$ cat src/rtl/branch_resolve_stage.sv
`default_nettype none
// ============================================================================
// Module   : branch_resolve_stage
// Purpose  : Registers ALU results, resolves conditional branches into a
//            one-cycle fetch redirect and squashes the wrong-path shadow.
// Revision : 1.0 - initial release
// ============================================================================
module branch_resolve_stage #(
  parameter int SHADOW = 2
) (
  input  logic        clk,
  input  logic        rst_n,
  input  logic        in_valid,
  output logic        in_ready,
  input  logic [63:0] in_pc,
  input  logic [63:0] in_imm,
  input  logic        in_is_branch,
  input  logic [2:0]  in_funct3,
  input  logic [63:0] in_alu_result,
  input  logic        in_equal,
  input  logic        in_not_equal,
  input  logic        in_lesser_than,
  input  logic        in_greater_or_equal,
  input  logic        in_unsigned_lesser,
  input  logic        in_unsigned_greater_equal,
  input  logic [4:0]  in_rd,
  input  logic        in_reg_write,
  output logic        out_valid,
  input  logic        out_ready,
  output logic [63:0] out_result,
  output logic [4:0]  out_rd,
  output logic        out_reg_write,
  output logic        out_is_branch,
  output logic        redirect_valid,
  output logic [63:0] redirect_pc,
  output logic        illegal_branch
);

  localparam logic [2:0] c_SHADOW = 3'(SHADOW);

  logic        r_out_valid;
  logic [63:0] r_out_result;
  logic [4:0]  r_out_rd;
  logic        r_out_reg_write;
  logic        r_out_is_branch;
  logic        r_redirect_valid;
  logic [63:0] r_redirect_pc;
  logic        r_illegal;
  logic [2:0]  r_cnt;

  logic        w_in_ready;
  logic        w_accept;
  logic        w_squashing;
  logic        w_cond;
  logic        w_bad_funct3;
  logic        w_forward;
  logic        w_taken;
  logic [63:0] w_target;

  assign w_in_ready   = !r_out_valid || out_ready;
  assign w_accept     = in_valid && w_in_ready;
  assign w_squashing  = (r_cnt != 3'd0);
  assign w_forward    = w_accept && !w_squashing;
  assign w_bad_funct3 = (in_funct3[2:1] == 2'b01);
  assign w_taken      = w_forward && in_is_branch && w_cond;
  assign w_target     = in_pc + in_imm;

  always_comb begin
    w_cond = 1'b0;
    case (in_funct3)
      3'b000:  w_cond = in_equal;
      3'b001:  w_cond = in_not_equal;
      3'b100:  w_cond = in_lesser_than;
      3'b101:  w_cond = in_greater_or_equal;
      3'b110:  w_cond = in_unsigned_lesser;
      3'b111:  w_cond = in_unsigned_greater_equal;
      default: w_cond = 1'b0;
    endcase
  end

  always_ff @(posedge clk or negedge rst_n) begin
    if (!rst_n) begin
      r_out_valid      <= 1'b0;
      r_out_result     <= 64'd0;
      r_out_rd         <= 5'd0;
      r_out_reg_write  <= 1'b0;
      r_out_is_branch  <= 1'b0;
      r_redirect_valid <= 1'b0;
      r_redirect_pc    <= 64'd0;
      r_illegal        <= 1'b0;
      r_cnt            <= 3'd0;
    end else begin
      if (w_forward) begin
        r_out_valid     <= 1'b1;
        r_out_result    <= in_alu_result;
        r_out_rd        <= in_rd;
        r_out_reg_write <= in_reg_write && !in_is_branch;
        r_out_is_branch <= in_is_branch;
      end else if (out_ready) begin
        r_out_valid <= 1'b0;
      end

      // Only transfers that actually handshake advance the shadow count.
      if (w_accept) begin
        if (w_squashing) begin
          r_cnt <= r_cnt - 3'd1;
        end else if (w_taken) begin
          r_cnt <= c_SHADOW;
        end
      end

      r_redirect_valid <= w_taken;
      r_redirect_pc    <= w_taken ? w_target : 64'd0;

      if (w_forward && in_is_branch && w_bad_funct3) begin
        r_illegal <= 1'b1;
      end
    end
  end

  assign in_ready       = w_in_ready;
  assign out_valid      = r_out_valid;
  assign out_result     = r_out_result;
  assign out_rd         = r_out_rd;
  assign out_reg_write  = r_out_reg_write;
  assign out_is_branch  = r_out_is_branch;
  assign redirect_valid = r_redirect_valid;
  assign redirect_pc    = r_redirect_pc;
  assign illegal_branch = r_illegal;

endmodule
`default_nettype wire

$ cat config.mk
export PLATFORM = sky130hd
export DESIGN_NAME = branch_resolve_stage
export DESIGN_NICKNAME = d
export VERILOG_FILES = /design/src/rtl/branch_resolve_stage.sv
export SDC_FILE = /design/constraint.sdc
export NUM_CORES = 1
export LEC_CHECK = 0
export BUFFER_PORTS_ARGS = -buffer_cell sky130_fd_sc_hd__buf_4
export CAP_MARGIN = 25
export CORE_MARGIN = 4
export CORE_UTILIZATION = 50
export CTS_CLUSTER_DIAMETER = 80
export DETAILED_ROUTE_END_ITERATION = 10
export PLACE_DENSITY = 0.78
export SYNTH_ARGS = -nofsm -noshare
export SYNTH_HDL_FRONTEND = slang
export SYNTH_SLANG_ARGS = --single-unit
$ cat constraint.sdc
create_clock -name clk -period 2.57 [get_ports clk]
set_input_delay 0 -clock clk [delete_from_list [all_inputs] [get_ports clk]]
set_output_delay 0 -clock clk [all_outputs]
set_load 0.03 [all_outputs]
==> flow_summary.ini, run 1 <==
[timing]
period_share_pct = 95.1
maxSlewHeadroom_pct = 58.9
worstMarginPinSlew_ns = 0.617
timing_hold_violations_final = 0
rsz_0062_raised_after_global_routing = no
totalNegativeSetupSlack_ns = 0
clock_skew_ns = 0.0167
fmaxAchievable_mhz = 409
final_setup_violation_count = 0
timing.final.max_slew_violations = 0
timing.final.crit_period_ns = 2.44

[clocking]
clock-root-buffer = clkbuf_16
clkTransAtPathRegs_ns = 0.06
clock_sinks = 141
cts_made_buffers = 17
insertion_delay_ns = 0.43
cts_tree = built
h_tree_depth = 4
ctsLongestPathBuffers = 2
post_cts_buffers = 0

[setup_path]
worst_setup_path_end_kind = flip-flop
critPathSlowestCell = dlygate4sd3_1
crit_path_max_incr_delay_ns = 0.55
path_common_cell = ha_1
worstPathMaxFanout = 71
crit_chain = inv_1, ha_1, ha_1, and3_2, buf_6, a41o_1, dlygate4sd3_1
crit_arrival_ns = 2.80
worstSetupPathType = reg -> reg
crit_path_start_kind = flip-flop
critical_path.top_delay_family = buffers and inverters
cp.buffers_inverters = 3
crit_required_ns = 2.92

[finish]
num-fill-cells = 1070
final_design_area_no_fill_um2 = 13600
layout-area-overhead-vs-synth_pct = 56.6
layout.cells.non_filler = 1786
finalCoreUtilization_pct = 81.1
final_layout_size_suffix_gt1_share_pct = 32.8
finalNetCount = 1831

[pwr]
worst_ir_drop_vdd_v = 0.000534
p_leak_nw = 7.14
power_density_nw_per_um2 = 780
design_power_total_mw = 10.6

[detailed_routing]
drt_pass1_iterations = 5
drc = 0
first_iter_violations = 749
antenna_violating_nets_post_route = 0
dr_total_vias = 10002
route.detailed.vias_per_inst = 5.60
drt-total-wl_mm = 36.2
wire_per_inst_um = 20.3

[placed_design]
port_buffers = 350
hpwl_after_dpl_mm = 24.9
dpl_cell_area_um2 = 12300
placed_cells = 1676
routabilityCongestion = 1.02

[global_routing]
antenna_found_initial = 1
wire_length_of_the_first_global_routing_pass_mm = 55.4
global_route.usage.total_pct = 35.8
pin_count_of_the_biggest_net_entering_global_routing = 72
first_global_vias = 10419
grt_total_ovfl = 0

[flow_run]
number_of_max_cap_violations = 0

[yosys]
syn_area_um2 = 8710
post_synth_most_frequent_cells = nand2_1 (282), dfrtp_1 (141), nor2_1 (89), a21oi_1 (77), ha_1 (66)
yosysUniqueCellTypes = 65
ys_ff_latch = 141
synth.net_count = 1328
synth_top_cell_area_share_pct = 40.5
yosys_warnings = 0
ys_async_sr_fraction_pct = 100
yosysSeqAreaShare_pct = 40.5
synth_area_leader_cell = dfrtp_1
post_synth.cell_area_avg_um2 = 8.30
yosys.cell_count.top_type = nand2_1
ys_top_cells_by_area = dfrtp_1 (41%), nand2_1 (12%), ha_1 (9.5%)
syn-instance-count = 1049
postSynth.topFlopCell = dfrtp_1
edff_count_synth = 0

[die]
die_area_um2 = 19600
die-height_um = 140
top_level_ports = 351
die-width_um = 140
initial_cell_density_of_the_core_pct = 51.8
placement_rows = 47
placeableCoreArea_um2 = 16800

[min_path]
holdCritPathClass = in -> reg

[outcome]
run_status = complete, no violations
report_power, final:
part	internal (mW)	total [mW]	switching, mW
registers	2.80	3.18	0.379
clock network	1.37	2.45	1.08
logic	1.88	5.01	3.13
total	6.05	10.6	4.59
final timing paths:
| path | from | end | slack (ns) | depth (start not counted) |
|---|---|---|---|---|
| max in group asynchronous | rst_n | out_result[46] | 1.65 | 3 |
| max | r_cnt[0] | illegal_branch | 0.13 | 7 |
| min in group asynchronous | rst_n | redirect_pc[17] | 0.15 | 2 |
| max reg2reg | r_cnt[0] | illegal_branch | 0.13 | 7 |
| min reg2reg | out_result[45] | out_result[45] | 0.48 | 2 |
| min | in_pc[63] | redirect_pc[63] | 0.01 | 4 |
final cells by class:
cell class                      count  area (um2)  area share, %
Multi-Input combinational cell    827        4910           36.0
Timing Repair Buffer              535        4230           31.0
Sequential cell                   141        3530           25.9
Clock buffer                       18         429           3.15
Tap cell                          220         275           2.02
Clock inverter                     14         146           1.07
Inverter                           30         113          0.826
Antenna cell                        1        2.50         0.0184
metal layers:
| layer | GRT usage [%] | vias to the layer above | share of wire [%] | routed length, um |
|---|---|---|---|---|
| li1 | - | 4611 | - | - |
| met1 | 41.5 | 4666 | 37 | 13300 |
| met2 | 60.9 | 579 | 49 | 17700 |
| met3 | 8.42 | 146 | 8.1 | 2920 |
| met4 | 20.1 | 0 | 6.5 | 2340 |
| met5 | 0 | - | 0 | 0 |
flip-flops by register name, indices dropped and copies added (netlist names):
register,cells
illegal_branch,1
out_is_branch,1
out_rd,5
out_reg_write,1
out_result,64
out_valid,1
r_cnt,3
redirect_pc,64
redirect_valid,1
cells in the final DEF, fill, tap and decap left out, drive strengths merged, types with 6 or more instances in the layout:
cell and count:
nand4 23, nand3 16, dfrtp 141, or3 7, xor2 18, inv 38
mux2i 6, nand2b 10, dlygate4sd3 77, nand2 282, a31oi 13, a21o 18
ha 66, clkbuf 18, a21oi 78, o21bai 10, and3 8, o21a 9
nor2b 6, nor3 8, xnor2 35, buf 458, o21ai 51, nor2 89
cells by family after synthesis:
| logic type | share of synthesized area (%) |
|---|---|
| AND/OR/NAND/NOR | 23.3 |
| AO/OA/AOI/OAI | 16.5 |
| buffers and inverters | 3.59 |
| adder cells (fa/ha/maj) | 9.71 |
| XOR/XNOR | 5.33 |
| multiplexers | 1.08 |
| flip-flops | 40.5 |
metrics by stage:
step / hold slack, ns / worst slack (ns)
5_1_grt: 0.0279 / 0.00139
2_1_floorplan: -0.296 / 0.0381
3_3_place_gp: 0.0377 / -0.314
4_1_cts: 0.0128 / 0.0637
3_5_place_dp: 0.0382 / -0.445
6_report: 0.0144 / 0.126
repair_timing:
action | in CTS | in global routing
gates resized for setup | 1 | 6
hold buffers | 77 | 0
hold endpoints to repair | 135 | 0
cloned | 0 | 0
endpoints found under the setup margin | 1 | 7
worst reg2reg max path, stage by stage, from the launching register on:
cell and delay, ns:
dfrtp_1 0.40, inv_1 0.09, ha_1 0.21, ha_1 0.22, and3_2 0.22, buf_6 0.44
a41o_1 0.25, dlygate4sd3_1 0.55
(Power assumes the default switching activity.)
==> inputs of run 2 (changes only) <==
- clock period: 2.57 -> 2.3 ns (I/O delays scaled with it)
==> run 2 against run 1 <==
  * Sequential share of layout area down 1.1 points
  * Clock power grew 25%
  * First-iteration DRC count increased by 10%
  * Count of clock-buffer cells in the layout down 1
  * Worst hold slack better by 0.0051 ns
  * Critical path depth increased by 5
  * Via count rose by 5.4%
  * Sequential cell count unchanged
  * Non-clock buffer count rose by 62
  * Global-route usage rose by 2.2 points
  * Critical path type is now in -> reg
==> flow_summary.ini, run 2 (synthesized netlist as in run 1, its figures left out) <==
[flow_run]
number_of_max_cap_violations = 0

[finish]
layout-area-overhead-vs-synth_pct = 63.5
layout_commonest_cell = buf_4
antenna-diode-count = 0
num-fill-cells = 932
finalNetCount = 1893
final_layout_size_suffix_gt1_share_pct = 36.0
top_library_cells_by_usage_in_the_layout_fill_and_taps_aside = buf_4 (517), nand2_1 (282), dfrtp_1 (141)
final_design_area_no_fill_um2 = 14200

[placed_design]
port_buffers = 350
hpwl_after_dpl_mm = 25.8
dp_slack_ns = -0.477
dpl_cell_area_um2 = 12700
routabilityCongestion = 0.979

[die]
die_area_um2 = 19600
die-height_um = 140
top_level_ports = 351
placeableCoreArea_um2 = 16800
die-width_um = 140
initial_cell_density_of_the_core_pct = 51.8
placement_rows = 47

[timing]
final_setup_violation_count = 0
timing.final.max_slew_violations = 0
rsz_0062_raised_after_global_routing = yes
period_share_pct = 98.0
clock_skew_ns = 0.0104
worstMarginPinSlew_ns = 0.742
fmaxAchievable_mhz = 444
timing_hold_violations_final = 0
setup_slack_ns = 0.0459
maxSlewHeadroom_pct = 50.5
totalNegativeSetupSlack_ns = 0
timing.final.crit_period_ns = 2.25

[global_routing]
wire_length_of_the_first_global_routing_pass_mm = 59.1
grt_total_ovfl = 0
global_route.usage.total_pct = 37.9
pin_count_of_the_biggest_net_entering_global_routing = 72
first_global_vias = 10989
antenna_found_initial = 0

[setup_path]
r2r_setup_slack_ns = 0.17
critPathSlowestCell = ha_1
crit_path_start_kind = input port
crit_required_ns = 2.60
crit_chain = buf_4, ha_1, nand2_1, or2_2, and3_1, o22ai_2, and4_1, o21ai_2, o41ai_2, buf_4, xnor2_1, nor2_1
worstPathMaxFanout = 6
reg2reg_to = out_result[10]
timing.reg2reg.worst_path_depth = 7
crit_arrival_ns = 2.55
worst_setup_path_end_kind = flip-flop
path_common_cell = buf_4
worstSetupPathType = in -> reg
crit_path_max_incr_delay_ns = 0.42
regToRegStartpoint = r_cnt[0]

[clocking]
insertion_delay_ns = 0.43
cts_made_buffers = 17
ctsLongestPathBuffers = 2
h_tree_depth = 4
clock-root-buffer = clkbuf_16
clock_sinks = 141
cts_tree = built
clkTransAtPathRegs_ns = 0.07

[min_path]
timing.hold.worst_path_depth = 4
holdCritPathClass = in -> reg
worstHoldStart = in_pc[63]
whs_endpoint = redirect_pc[63]

[detailed_routing]
drt_pass1_iterations = 5
first_iter_violations = 824
drc = 0
wire_per_inst_um = 20.7
route.detailed.vias_per_inst = 5.71
antenna_violating_nets_post_route = 0
drt-total-wl_mm = 38.2
dr_total_vias = 10538

[pwr]
p_leak_nw = 7.49
design_power_total_mw = 12.5
power_density_nw_per_um2 = 879
worst_ir_drop_vdd_v = 0.000784

[outcome]
run_status = complete, no violations
==> run 2: cell types whose count changed in the layout (fill, tap and decap cells not counted), moves of 2 or more <==
cell       previous run  this run
a21oi_1              77        74
a21oi_2               1         4
buf_4               455       517
bufinv_16             1         4
inv_6                 6         4
==> run 2: area by class of cell <==
cell class,instances,area (um2),area share [%]
well taps,220,275,1.93
flip-flops and latches,141,3530,24.8
multi-input cells,827,5000,35.1
clock inverters,14,208,1.46
inverters,30,113,0.791
clock buffers,17,425,2.99
repair buffers,597,4690,33.0
==> run 2: how the worst max path moves through the flow <==
stage,start,depth (start not counted),endpoint,slack (ns)
after floorplan,in_pc[0],12,redirect_pc[56],-0.06
after global placement,in_pc[4],12,redirect_pc[41],-0.38
after detailed placement,in_pc[0],14,redirect_pc[62],-0.48
after CTS,in_pc[0],14,redirect_pc[62],0.02
after global routing,in_pc[18],12,redirect_pc[59],-0.01
final,in_pc[18],12,redirect_pc[59],0.05
==> run 2: metrics by stage <==
stage                     util [%]  hold slack [ns]  instances
after CTS                     84.2           0.0168       1845
after global placement        75.7          0.00989       1736
after global routing          84.7           0.0474       1846
after detailed placement      75.7          0.00810       1736
final                         84.7           0.0195       1846
after floorplan                  -           -0.296       1049
==> run 2: worst max-delay path: cells and delay by family <==
kind	cells	cell delay, ns
xor gates and xnor gates	1	0.13
AOI/OAI and AO/OA	3	0.64
buffers and inverters	2	0.30
and+or+nand+nor	5	1.06
adders and majority gates	1	0.42
==> run 2: power breakdown <==
part	internal (mW)	leakage [nW]	switching, mW
combinational	2.23	5.31	3.66
clock	1.84	0.309	1.22
sequential	3.13	1.86	0.445
total	7.19	7.49	5.32
==> run 2: per-layer routing <==
metal | track usage, % | wire length, um | up-vias
met2 | 64.7 | 18300 | 664
met4 | 21.8 | 2720 | 0
met3 | 10.2 | 3340 | 192
met1 | 42.8 | 13900 | 4946
met5 | 0 | 0 | -
li1 | - | - | 4736
==> run 2: what timing repair did <==
action                                  4_1_cts  5_1_grt
hold buffers                                 78        0
buffers inserted                              0        1
endpoints found under the setup margin        1       17
cloned                                        0        0
hold endpoints to repair                    137        0
pin swaps                                     0        6
resized for setup                             1       15
